$ cat src/rtl/aftab_branch_pkg.sv
`default_nettype none
// ============================================================================
// Module      : aftab_branch_pkg
// Description : Shared funct3 codes and FSM state encoding for the branch /
//               set-less-than resolver.
// Revision    : 1.0 - initial release
// ============================================================================
package aftab_branch_pkg;

    // RV32I funct3 codes for conditional branches
    localparam logic [2:0] c_BEQ  = 3'b000;
    localparam logic [2:0] c_BNE  = 3'b001;
    localparam logic [2:0] c_BLT  = 3'b100;
    localparam logic [2:0] c_BGE  = 3'b101;
    localparam logic [2:0] c_BLTU = 3'b110;
    localparam logic [2:0] c_BGEU = 3'b111;

    // RV32I funct3 codes for set-less-than
    localparam logic [2:0] c_SLT  = 3'b010;
    localparam logic [2:0] c_SLTU = 3'b011;

    // Resolver FSM states
    typedef enum logic [1:0] {
        IDLE    = 2'b00,
        CAPTURE = 2'b01,
        RESOLVE = 2'b10
    } state_t;

endpackage : aftab_branch_pkg
`default_nettype wire

$ cat src/rtl/aftab_branch_cond_decode.sv
`default_nettype none
// ============================================================================
// Module      : aftab_branch_cond_decode
// Description : Combinational decode of funct3/class and comparator flags
//               into branch-taken, SLT bit, illegal flag and signedness.
// Revision    : 1.0 - initial release
// ============================================================================
module aftab_branch_cond_decode
    import aftab_branch_pkg::*;
(
    input  logic       isBranch_i,
    input  logic [2:0] funct3_i,
    input  logic       lt_i,
    input  logic       eq_i,
    input  logic       gt_i,
    output logic       taken_o,
    output logic       sltBit_o,
    output logic       illegal_o,
    output logic       signed_o
);

    // Condition selection; illegal encodings leave taken/sltBit low
    always_comb begin
        taken_o   = 1'b0;
        sltBit_o  = 1'b0;
        illegal_o = 1'b0;
        // Only the unsigned forms clear signedness; BEQ/BNE do not care but
        // still request a signed compare.
        signed_o  = !((funct3_i == c_BLTU) || (funct3_i == c_BGEU) ||
                      (funct3_i == c_SLTU));
        if (isBranch_i) begin
            case (funct3_i)
                c_BEQ:          taken_o   = eq_i;
                c_BNE:          taken_o   = !eq_i;
                c_BLT, c_BLTU:  taken_o   = lt_i;
                c_BGE, c_BGEU:  taken_o   = gt_i | eq_i;
                default:        illegal_o = 1'b1;
            endcase
        end else begin
            case (funct3_i)
                c_SLT, c_SLTU:  sltBit_o  = lt_i;
                default:        illegal_o = 1'b1;
            endcase
        end
    end

endmodule : aftab_branch_cond_decode
`default_nettype wire

$ cat src/rtl/aftab_branch_resolver.sv
`default_nettype none
// ============================================================================
// Module      : aftab_branch_resolver
// Description : Multi-cycle branch / SLT resolver. Latches the operation on
//               start, samples the comparator flags one cycle later, then
//               registers the branch decision/target or SLT result and
//               pulses done.
// Revision    : 1.0 - initial release
// ============================================================================
module aftab_branch_resolver
    import aftab_branch_pkg::*;
#(
    parameter int SIZE = 32
) (
    input  logic            clk,
    input  logic            rst,
    input  logic            start_i,
    input  logic            flush_i,
    input  logic            isBranch_i,
    input  logic [2:0]      funct3_i,
    input  logic [SIZE-1:0] pc_i,
    input  logic [SIZE-1:0] imm_i,
    input  logic            lt_i,
    input  logic            eq_i,
    input  logic            gt_i,
    output logic            comparedSignedUnsignedBar_o,
    output logic            busy_o,
    output logic            done_o,
    output logic            branchTaken_o,
    output logic [SIZE-1:0] branchTarget_o,
    output logic            misaligned_o,
    output logic [SIZE-1:0] sltResult_o,
    output logic            illegal_o
);

    state_t          state_q, state_d;

    logic            isBranch_q;
    logic [2:0]      funct3_q;
    logic [SIZE-1:0] pc_q;
    logic [SIZE-1:0] imm_q;
    logic            lt_q, eq_q, gt_q;

    logic            done_q;
    logic            taken_q;
    logic [SIZE-1:0] target_q;
    logic            mis_q;
    logic [SIZE-1:0] slt_q;
    logic            illegal_q;

    logic            w_accept;
    logic            w_taken;
    logic            w_slt_bit;
    logic            w_illegal;
    logic            w_signed;
    logic [SIZE-1:0] w_sum;

    // A request is taken only from IDLE, and flush always has priority
    assign w_accept = (state_q == IDLE) && start_i && !flush_i;

    // Target adder: wraps silently modulo 2^SIZE
    assign w_sum = pc_q + imm_q;

    aftab_branch_cond_decode u_cond_decode (
        .isBranch_i (isBranch_q),
        .funct3_i   (funct3_q),
        .lt_i       (lt_q),
        .eq_i       (eq_q),
        .gt_i       (gt_q),
        .taken_o    (w_taken),
        .sltBit_o   (w_slt_bit),
        .illegal_o  (w_illegal),
        .signed_o   (w_signed)
    );

    // State register
    always_ff @(posedge clk or posedge rst) begin
        if (rst) begin
            state_q <= IDLE;
        end else begin
            state_q <= state_d;
        end
    end

    // Next-state logic: IDLE -> CAPTURE -> RESOLVE -> IDLE, flush aborts
    always_comb begin
        state_d = state_q;
        if (flush_i) begin
            state_d = IDLE;
        end else begin
            case (state_q)
                IDLE:    if (start_i) state_d = CAPTURE;
                CAPTURE: state_d = RESOLVE;
                RESOLVE: state_d = IDLE;
                default: state_d = IDLE;
            endcase
        end
    end

    // Operation latch on accept; comparator flags sampled at end of CAPTURE
    always_ff @(posedge clk or posedge rst) begin
        if (rst) begin
            isBranch_q <= 1'b0;
            funct3_q   <= 3'b000;
            pc_q       <= '0;
            imm_q      <= '0;
            lt_q       <= 1'b0;
            eq_q       <= 1'b0;
            gt_q       <= 1'b0;
        end else begin
            if (w_accept) begin
                isBranch_q <= isBranch_i;
                funct3_q   <= funct3_i;
                pc_q       <= pc_i;
                imm_q      <= imm_i;
            end
            if ((state_q == CAPTURE) && !flush_i) begin
                lt_q <= lt_i;
                eq_q <= eq_i;
                gt_q <= gt_i;
            end
        end
    end

    // Result registers update only on a completed RESOLVE and hold otherwise
    always_ff @(posedge clk or posedge rst) begin
        if (rst) begin
            done_q    <= 1'b0;
            taken_q   <= 1'b0;
            target_q  <= '0;
            mis_q     <= 1'b0;
            slt_q     <= '0;
            illegal_q <= 1'b0;
        end else begin
            done_q <= (state_q == RESOLVE) && !flush_i;
            if ((state_q == RESOLVE) && !flush_i) begin
                taken_q   <= w_taken;
                target_q  <= isBranch_q ? w_sum : '0;
                mis_q     <= w_taken && (w_sum[1:0] != 2'b00);
                slt_q     <= {{(SIZE-1){1'b0}}, w_slt_bit};
                illegal_q <= w_illegal;
            end
        end
    end

    assign comparedSignedUnsignedBar_o = w_signed;
    assign busy_o                      = (state_q != IDLE);
    assign done_o                      = done_q;
    assign branchTaken_o               = taken_q;
    assign branchTarget_o              = target_q;
    assign misaligned_o                = mis_q;
    assign sltResult_o                 = slt_q;
    assign illegal_o                   = illegal_q;

endmodule : aftab_branch_resolver
`default_nettype wire

$ cat config.mk
export PLATFORM = sky130hd
export DESIGN_NAME = aftab_branch_resolver
export DESIGN_NICKNAME = d
export VERILOG_FILES = /design/src/rtl/aftab_branch_pkg.sv /design/src/rtl/aftab_branch_cond_decode.sv /design/src/rtl/aftab_branch_resolver.sv
export SDC_FILE = /design/constraint.sdc
export NUM_CORES = 1
export LEC_CHECK = 0
export ABC_CLOCK_PERIOD_IN_PS = 3770
export BUFFER_PORTS_ARGS = -buffer_cell sky130_fd_sc_hd__buf_4
export CAP_MARGIN = 5
export CORE_MARGIN = 2
export CORE_UTILIZATION = 45
export CTS_CLUSTER_SIZE = 12
export DETAILED_ROUTE_END_ITERATION = 8
export HOLD_SLACK_MARGIN = 0.08
export PLACE_DENSITY = 0.72
export SLEW_MARGIN = 20
export SYNTH_ARGS = -nofsm -noshare
export SYNTH_HDL_FRONTEND = slang
export SYNTH_HIERARCHICAL = 1
export SYNTH_SLANG_ARGS = --single-unit
$ cat constraint.sdc
create_clock -name clk -period 3.77 [get_ports clk]
set_clock_uncertainty 0.15 [all_clocks]
set_input_delay 0.5655 -clock clk [delete_from_list [all_inputs] [get_ports clk]]
set_output_delay 0.5655 -clock clk [all_outputs]
set_load 0.005 [all_outputs]
==> metrics.md, run 1 <==
| Metric | Value |
|---|---|
| Status | `finished, final reports clean` |
| Clock Sinks | `between 100 and 150` |
| Routed vias | `about 4500` |
| Routability cong. | `0.870` |
| Seq cells post-synth | `110` |
| Min cycle time layout | `a little over 3 ns` |
| FILL cells | `approximately 1200` |
| Peak Freq | `~320 MHz` |
| Peak supply drop | `0.265 mV` |
| CP max FO | `6` |
| Sequential-to-total area share from yosys stat | `0.459` |
| Dpl hpwl | `a little over 10 mm` |
| Final period utilization | `0.817` |
| CTS tree | `yes` |
| Largest net degree at the start of global routing | `73` |
| Synth-to-layout area growth | `20.4%` |
| Number of CTS-inserted buffers | `9` |
| Die Wd | `approximately 120 um` |
| Category of the worst setup path capture point | `register` |
| Setup CP Type | `register to register` |
| Synth cell types | `63` |
| Initial Util | `0.456` |
| Area of the multi-input gates | `~3000 um^2` |
| DIE AREA | `approximately 14000 um^2` |
| Most frequent cells in the layout | `115 x buf_4, 110 x dfrtp_1, 68 x mux2_2` |
| Clock transition at path regs | `roughly 0.07 ns` |
| DRC violations left | `0` |
| Commonest non-fill, non-tap cell in the layout | `buf_4` |
| H-tree Lvls | `3` |
| Syn Inst Count | `557` |
| Initial antenna violation count | `0` |
| Crit path launch type | `register` |
| Max Root-Sink Buffers | `2` |
| Wirelength, routed | `13.5 mm` |
| Row count | `42` |
| WP data arrival | `3.18 ns` |
| Final ANT Viol Nets | `0` |
| Post-synth top area share | `0.459` |
| Synth area leader | `dfrtp_1` |
| Max Cap Viol | `0` |
| Clk_lat worst skew | `0.36 ns` |
| Worst slew margin | `0.381` |
| EDFF count, synth | `0` |
| Post-Layout Cell Count | `844` |
| Port bufs | `between 100 and 150` |
| Dominant cells by area after synthesis | `dfrtp_1 46%, mux2_2 13%, ha_1 6.5%` |
| Post-CTS Setup Bufs | `0` |
| TritonRoute pass-1 iters | `4` |
| # hold bufs at CTS | `0` |
| Total gr overflow | `0` |
| Primary FF master, synth | `dfrtp_1` |
| Core Util, Final | `0.550` |
| Synth Cell Area | `5990 um^2` |
| Vias in the first global route | `approximately 4600` |
| Cells after DPL | `roughly 830` |
| Pins Over Slew Limit | `0` |
| Layout cells sized above 1 | `0.319` |
| Unrepaired setup endpoints after global routing | `false` |
| Power per cell area | `~630 nW/um^2` |
| Final Hold Fails | `0` |
| Global-route usage over all layers | `0.195` |
| Storage cell area | `2750 um^2` |
| Total Power | `around 4.5 mW` |
| First-pass GRT wire length | `~22 mm` |
| Core area | `roughly 13000 um^2` |
| # diodes | `0` |
| Vias/cell | `5.29` |
| Syn avg cell area | `approximately 11 um^2` |
| IO Count | `145` |
| CTS resizes | `0` |
| Setup TNS | `0 ns` |
| First DRT Iteration DRCs | `around 260` |
| Final setup viols | `0` |
| Worst Max-Slew Pin Slew | `slightly above 0.9 ns` |
| CP Data Required Time | `3.87 ns` |
| Clk root buf | `clkbuf_16` |
| Net count, final | `770` |
| Yosys warning count | `6` |
| Hold Crit Class | `input pin to async pin` |
| Die Height | `about 120 um` |
| Leakage power | `around 3.4 nW` |
| Drt wl/cell | `roughly 16 um` |
| FFs w/ async S/R, synth | `1.00` |
-- final cells by class --
type	count	share of cell area
multi-input cells	412	0.415
flip-flops and latches	110	0.381
repair buffers	116	0.122
clock buffers	12	0.0355
well taps	176	0.0305
inverters	14	0.00763
clock inverters	4	0.00745
-- synthesized netlist by cell type, types with 2 or more instances --
cell type,number
and3_1,3
nor3b_1,2
a31oi_1,5
nand2_1,62
o21ai_0,43
nand3_1,8
nand4_1,5
mux2_2,68
nand2b_1,2
and2_1,3
a21o_1,9
nor4_1,3
inv_1,14
nor3_1,7
xor2_1,11
xnor2_1,16
o31ai_1,8
nor2_1,10
a211o_1,2
a21oi_1,29
clkbuf_1,19
o211ai_1,6
dfrtp_1,110
a41oi_1,3
o31a_1,2
o21a_1,4
o21bai_1,5
ha_1,31
o21ai_2,2
buf_4,31
a211oi_1,2
-- metal layers --
metal	GRT usage	share of wire	vias up
met1	0.261	0.44	2152
met3	0.0359	0.059	12
met2	0.322	0.49	147
li1	-	-	2154
met5	0	0	-
met4	0.0647	0.012	0
-- kinds of logic after synthesis --
group	share of synthesized area
AOI/OAI and AO/OA	0.150
xor gates and xnor gates	0.0394
adders and majority gates	0.0680
buffers and inverters	0.0603
DFF	0.459
muxes	0.129
other	0.000626
and+or+nand+nor	0.0933
-- metrics by stage --
step           setup WS (ns)  instance area (um^2)  hold slack, ns
3_5_place_dp           0.722                  6910           0.325
5_1_grt                0.416                  7220           0.198
4_1_cts                0.665                  7220           0.159
3_3_place_gp           0.854                  6910           0.317
6_report               0.688                  7220           0.140
2_1_floorplan          0.152                  6110           0.313
-- power by group --
part	switching [mW]	total [mW]	internal, mW	leakage (nW)
Sequential	0.188	1.66	1.48	1.36
Combinational	0.964	1.87	0.902	1.87
Clock	0.441	0.996	0.555	0.145
Total	1.59	4.53	2.93	3.38
-- registers in the layout (all words and copies together), names as in the netlist --
name and cells:
misaligned_o 1, branchTarget_o 32, lt_q 1, branchTaken_o 1, imm_q 32, illegal_o 1, done_o 1, gt_q 1
funct3_q 3, eq_q 1, sltResult_o 1, pc_q 32, state_q 2, isBranch_q 1
-- worst max-delay path, cell delays in order, from the launching register on --
cell      delay (ns)
dfrtp_1         0.36
ha_1            0.21
inv_1           0.07
fa_1            0.38
and2b_1         0.25
o211ai_1        0.09
a21boi_1        0.28
o21ai_2         0.17
o31a_1          0.31
nor4b_1         0.33
o31ai_1         0.12
a32o_1          0.27
-- path summary, 6_finish.rpt --
check | cells past startpoint | endpoint | start | slack [ns]
setup / recovery | 11 | branchTarget_o[28] | imm_q[0] | 0.69
hold / removal | 2 | gt_q | rst | 0.14
setup reg to reg | 11 | branchTarget_o[28] | imm_q[0] | 0.69
hold reg to reg | 2 | branchTarget_o[20] | branchTarget_o[20] | 0.34
max in group asynchronous | 3 | imm_q[19] | rst | 2.60
min in group clk | 3 | pc_q[1] | pc_i[1] | 0.28
Power figures use the tool's default switching activity.
==> run 2: changes to the inputs <==
Settings changed: ABC_CLOCK_PERIOD_IN_PS 3770 to 2800.
Clock period 3.77 ns to 2.8 ns, I/O delays scaled along.
==> metrics.md, run 2 (synthesized netlist as in run 1, its figures left out) <==
| Metric | Value |
|---|---|
| Cells on worst reg2reg path | `11` |
| Crit path to | `branchTarget_o[28]` |
| Initial antenna violation count | `0` |
| Vias in the first global route | `around 4600` |
| Routability cong. | `between 0.8 and 0.9` |
| CP Data Required Time | `~2.9 ns` |
| Worst Max-Slew Pin Slew | `between 0.7 and 0.8 ns` |
| Placed Area | `a little over 7000 um^2` |
| Logic pwr share | `0.440` |
| Clk root buf | `clkbuf_16` |
| CTS tree | `yes` |
| Setup CP Type | `register to register` |
| Status | `finished, final reports clean` |
| WP data arrival | `around 2.9 ns` |
| R2R Path Start | `imm_q[0]` |
| Pint | `between 3 and 4 mW` |
| Wirelength, routed | `roughly 13 mm` |
| Final ANT Viol Nets | `0` |
| Peak Freq | `between 300 and 400 MHz` |
| Part of the power in registers | `0.364` |
| Port bufs | `roughly 110` |
| Crit path launch type | `register` |
| Clk_lat worst skew | `between 0.3 and 0.4 ns` |
| Synth-to-layout area growth | `24.7%` |
| DRC violations left | `0` |
| Pins Over Slew Limit | `0` |
| Dpl hpwl | `10.1 mm` |
| IO Count | `around 150` |
| FILL cells | `roughly 1100` |
| Design area | `between 7000 and 8000 um^2` |
| Clock Sinks | `110` |
| Commonest non-fill, non-tap cell in the layout | `buf_4` |
| Sw Share | `0.356` |
| Critical path origin | `imm_q[0]` |
| Routed vias | `4600` |
| Max Root-Sink Buffers | `2` |
| TritonRoute pass-1 iters | `4` |
| H-tree Lvls | `3` |
| CP max FO | `2` |
| # diodes | `0` |
| Core Util, Final | `0.569` |
| Clock transition at path regs | `roughly 0.07 ns` |
| Net Switching | `between 2 and 2.5 mW` |
| Total Power | `6.19 mW` |
| Total gr overflow | `0` |
| Largest net degree at the start of global routing | `73` |
| Unrepaired setup endpoints after global routing | `true` |
| Leakage power | `between 3 and 4 nW` |
| Net count, final | `slightly below 800` |
| Peak supply drop | `between 0.3 and 0.4 mV` |
| Initial Util | `0.456` |
| Row count | `42` |
| Clk pwr share | `0.196` |
| Min cycle time layout | `2.78 ns` |
| Core area | `roughly 13000 um^2` |
| Global-route usage over all layers | `0.197` |
| Drt wl/cell | `15.5 um` |
| Layout cells sized above 1 | `0.362` |
| Final period utilization | `0.991` |
| Worst slew margin | `0.513` |
| Die Wd | `roughly 120 um` |
| Category of the worst setup path capture point | `register` |
| First-pass GRT wire length | `22.4 mm` |
| Hold Crit Class | `input pin to register` |
| Power per cell area | `828 nW/um^2` |
| R2R Setup Slk | `around 0.025 ns` |
| Vias/cell | `roughly 5.3` |
| Final Hold Fails | `0` |
| DIE AREA | `around 14000 um^2` |
| Final setup viols | `0` |
| Most frequent cells in the layout | `137 x buf_4, 110 x dfrtp_1, 68 x mux2_2` |
| First DRT Iteration DRCs | `between 200 and 250` |
| Max Cap Viol | `0` |
| FF-to-FF End | `branchTarget_o[28]` |
| Die Height | `~120 um` |
| Number of CTS-inserted buffers | `9` |
-- run 2: layout make-up --
class                           instances  area (um^2)  area share
Clock buffer                           11          253      0.0338
Clock inverter                          3         21.3     0.00285
Inverter                               14         56.3     0.00753
Multi-Input combinational cell        412         3070       0.411
Sequential cell                       110         2750       0.368
Tap cell                              176          220      0.0295
Timing Repair Buffer                  141         1100       0.147
-- run 2: worst min path at each step --
stage	from	endpoint	cells past startpoint
floorplan	branchTarget_o[0]	branchTarget_o[0]	2
global placement	branchTarget_o[20]	branchTarget_o[20]	2
detailed placement	branchTarget_o[20]	branchTarget_o[20]	2
CTS	imm_i[1]	imm_q[1]	3
global route	pc_i[11]	pc_q[11]	2
finish	imm_i[1]	imm_q[1]	3
-- run 2: metrics by stage --
stage	cells	worst slack, ns	TNS (ns)	hold slack (ns)
5_1_grt	867	-0.110	-0.228	0.128
3_3_place_gp	846	0.00104	0	0.316
2_1_floorplan	587	0.0619	0	0.313
3_5_place_dp	846	-0.124	-0.238	0.318
6_report	867	0.0246	0	0.126
4_1_cts	865	0.000252	0	0.120
-- run 2: what timing repair did --
action	in CTS	in global routing
pin swaps	6	7
setup buffers	4	2
resized for setup	5	14
hold endpoints to repair	29	0
setup endpoints to repair	3	13
hold buffers	1	0
-- run 2: layer usage --
layer,global-route usage,routed length (um),vias up
li1,-,-,2203
met5,0,0,-
met3,0.0460,731,14
met2,0.318,6520,150
met1,0.265,6020,2233
met4,0.0596,197,0
-- run 2: critical path: stages, from the launching register on --
cell and delay, ns:
dfrtp_1 0.39, ha_2 0.20, inv_2 0.05, fa_2 0.18
and2b_1 0.19, o211ai_1 0.20, a21boi_2 0.10, o21ai_2 0.16
o31a_1 0.24, nor4b_4 0.07, or4_1 0.46, a32o_1 0.26
-- run 2: power by group through the flow --
stage	logic, mW	clock network, mW	registers [mW]
6_report	2.73	1.21	2.25
2_1_floorplan	1.71	0	2.22
3_5_place_dp	2.59	0	2.29
5_1_grt	3.01	1.30	2.31
3_3_place_gp	2.55	0	2.26
4_1_cts	2.66	1.24	2.26
==> run 3: changes to the inputs <==
Settings changed: PLACE_DENSITY 0.72 to 0.76, SYNTH_HIERARCHICAL 1 to not set.
==> metrics.md, run 3 <==
| Metric | Value |
|---|---|
| Dominant cells by area after synthesis | `dfrtp_1 44%, mux2_2 12%, ha_1 6.2%` |
| Die Wd | `~120 um` |
| Synth-to-layout area growth | `22.4%` |
| Routability cong. | `~0.9` |
| EDFF count, synth | `0` |
| Routed vias | `around 5000` |
| Hold Crit Class | `input pin to register` |
| DIE AREA | `roughly 15000 um^2` |
| CP Data Required Time | `between 2 and 3 ns` |
| Clock transition at path regs | `roughly 0.080 ns` |
| R2R Path Start | `imm_q[0]` |
| Setup TNS | `0 ns` |
| End of the worst hold path | `isBranch_q` |
| Seq cells post-synth | `110` |
| Core area | `~14000 um^2` |
| Status | `finished, final reports clean` |
| Synth Cell Area | `roughly 6300 um^2` |
| DP Worst Slack | `-0.000483 ns` |
| Clk_lat worst skew | `0.36 ns` |
| Largest net degree at the start of global routing | `56` |
| Yosys warning count | `0` |
| Min cycle time layout | `about 2.7 ns` |
| Setup CP Type | `register to register` |
| Syn avg cell area | `around 11 um^2` |
| Wirelength, routed | `between 10 and 15 mm` |
| TritonRoute pass-1 iters | `4` |
| FFs w/ async S/R, synth | `1.00` |
| Initial Util | `0.455` |
| Category of the worst setup path capture point | `register` |
| First DRT Iteration DRCs | `approximately 320` |
| Leakage power | `3.60 nW` |
| Initial antenna violation count | `0` |
| Commonest non-fill, non-tap cell in the layout | `buf_4` |
| First-pass GRT wire length | `between 20 and 25 mm` |
| Row count | `43` |
| IO Count | `between 100 and 150` |
| Sequential-to-total area share from yosys stat | `0.439` |
| Final setup margin | `between 0.1 and 0.15 ns` |
| Clock Sinks | `110` |
| Primary FF master, synth | `dfrtp_1` |
| Net count, final | `between 800 and 900` |
| Cells on worst reg2reg path | `11` |
| Commonest cells post-synth | `110 x dfrtp_1, 67 x mux2_2, 51 x nand2_1, 44 x o21ai_0, 33 x a21oi_1` |
| Vias/cell | `about 5.4` |
| Core Util, Final | `0.558` |
| Synth cell types | `66` |
| Max Cap Viol | `0` |
| CTS tree | `yes` |
| Die Height | `around 120 um` |
| Syn Inst Count | `~600` |
| Drt wl/cell | `about 17 um` |
| Final period utilization | `0.957` |
| R2R Setup Slk | `around 0.12 ns` |
| Port bufs | `113` |
| Global-route usage over all layers | `0.209` |
| FF-to-FF End | `branchTarget_o[20]` |
| Most frequent cells in the layout | `137 x buf_4, 110 x dfrtp_1, 67 x mux2_2` |
| H-tree Lvls | `3` |
| Pins Over Slew Limit | `0` |
| Clk root buf | `clkbuf_16` |
| Total Power | `approximately 6.3 mW` |
| Peak Freq | `approximately 370 MHz` |
| Layout cells sized above 1 | `0.340` |
| Most common cell in the netlist | `dfrtp_1` |
| Power per cell area | `slightly above 800 nW/um^2` |
| CP max FO | `4` |
| Vias in the first global route | `4976` |
| Worst hold path depth | `3` |
| Number of CTS-inserted buffers | `9` |
| WP data arrival | `between 2 and 3 ns` |
| Crit path launch type | `register` |
| Critical hold path startpoint | `isBranch_i` |
| DRC violations left | `0` |
| Dpl hpwl | `11.5 mm` |
| Max Root-Sink Buffers | `2` |
| Worst Max-Slew Pin Slew | `0.672 ns` |
| Final Hold Fails | `0` |
| Total gr overflow | `0` |
| Worst slew margin | `0.551` |
| # diodes | `0` |
| Unrepaired setup endpoints after global routing | `true` |
| Final ANT Viol Nets | `0` |
| Peak supply drop | `0.361 mV` |
| Final setup viols | `0` |
| Synth area leader | `dfrtp_1` |
| Post-synth top area share | `0.439` |
-- run 3: worst max path at each step --
stage / startpoint / endpoint
floorplan: pc_q[0] / branchTarget_o[30]
global placement: pc_q[0] / branchTarget_o[30]
detailed placement: pc_q[0] / branchTarget_o[30]
CTS: pc_q[0] / branchTarget_o[20]
global route: imm_q[0] / branchTarget_o[20]
finish: imm_q[0] / branchTarget_o[20]
-- run 3: routing by layer --
| layer | wire, um | up-vias | track usage |
|---|---|---|---|
| li1 | - | 2333 | - |
| met1 | 6430 | 2360 | 0.273 |
| met2 | 7500 | 147 | 0.348 |
| met3 | 682 | 25 | 0.0332 |
| met4 | 331 | 0 | 0.0819 |
| met5 | 0 | - | 0 |
-- run 3: final cells by class --
| class | instances | area (um^2) |
|---|---|---|
| fillers | 1205 | 6090 |
| multi-input cells | 439 | 3230 |
| flip-flops and latches | 110 | 2750 |
| repair buffers | 141 | 1100 |
| clock buffers | 9 | 225 |
| well taps | 180 | 225 |
| clock inverters | 7 | 88.8 |
| inverters | 15 | 60.1 |
-- run 3: cell families (layout without fill, tap and decap cells) --
group | after synthesis | in the layout | synth area share
XOR/XNOR | 20 | 20 | 0.0279
AND/OR/NAND/NOR | 129 | 129 | 0.107
adder cells (fa/ha/maj) | 32 | 32 | 0.0650
flip-flops | 110 | 110 | 0.439
buffers and inverters | 74 | 172 | 0.0716
multiplexers | 71 | 71 | 0.127
AO/OA/AOI/OAI | 156 | 156 | 0.163
other | 1 | 31 | 0.000598
-- run 3: metrics by stage --
step | hold slack (ns) | cells | instance area [um^2]
after floorplan | 0.313 | 623 | 6390
after global placement | 0.308 | 883 | 7310
after detailed placement | 0.326 | 883 | 7310
after CTS | 0.104 | 900 | 7630
after global routing | 0.108 | 901 | 7680
final | 0.112 | 901 | 7680
-- run 3: timing repair --
| item | 4_1_cts | 5_1_grt |
|---|---|---|
| setup endpoints to repair | 2 | 10 |
| setup buffers | 0 | 1 |
| resized for setup | 1 | 12 |
| pin swaps | 1 | 10 |
| hold buffers | 1 | 0 |
| endpoints found under the hold margin | 29 | 0 |
-- run 3: critical path, cell delays in order (launching register included) --
cell and delay (ns):
dfrtp_1 0.35, ha_2 0.19, inv_2 0.04, fa_2 0.32, and2b_1 0.23, o2111ai_2 0.16, a21oi_2 0.21, buf_4 0.16
o21bai_4 0.07, o21a_1 0.19, o2111a_1 0.23, a221o_1 0.26
-- run 3: power breakdown --
group | leakage, nW | switching [mW] | internal (mW)
combinational | 2.09 | 1.41 | 1.31
sequential | 1.36 | 0.262 | 1.98
clock | 0.152 | 0.643 | 0.718
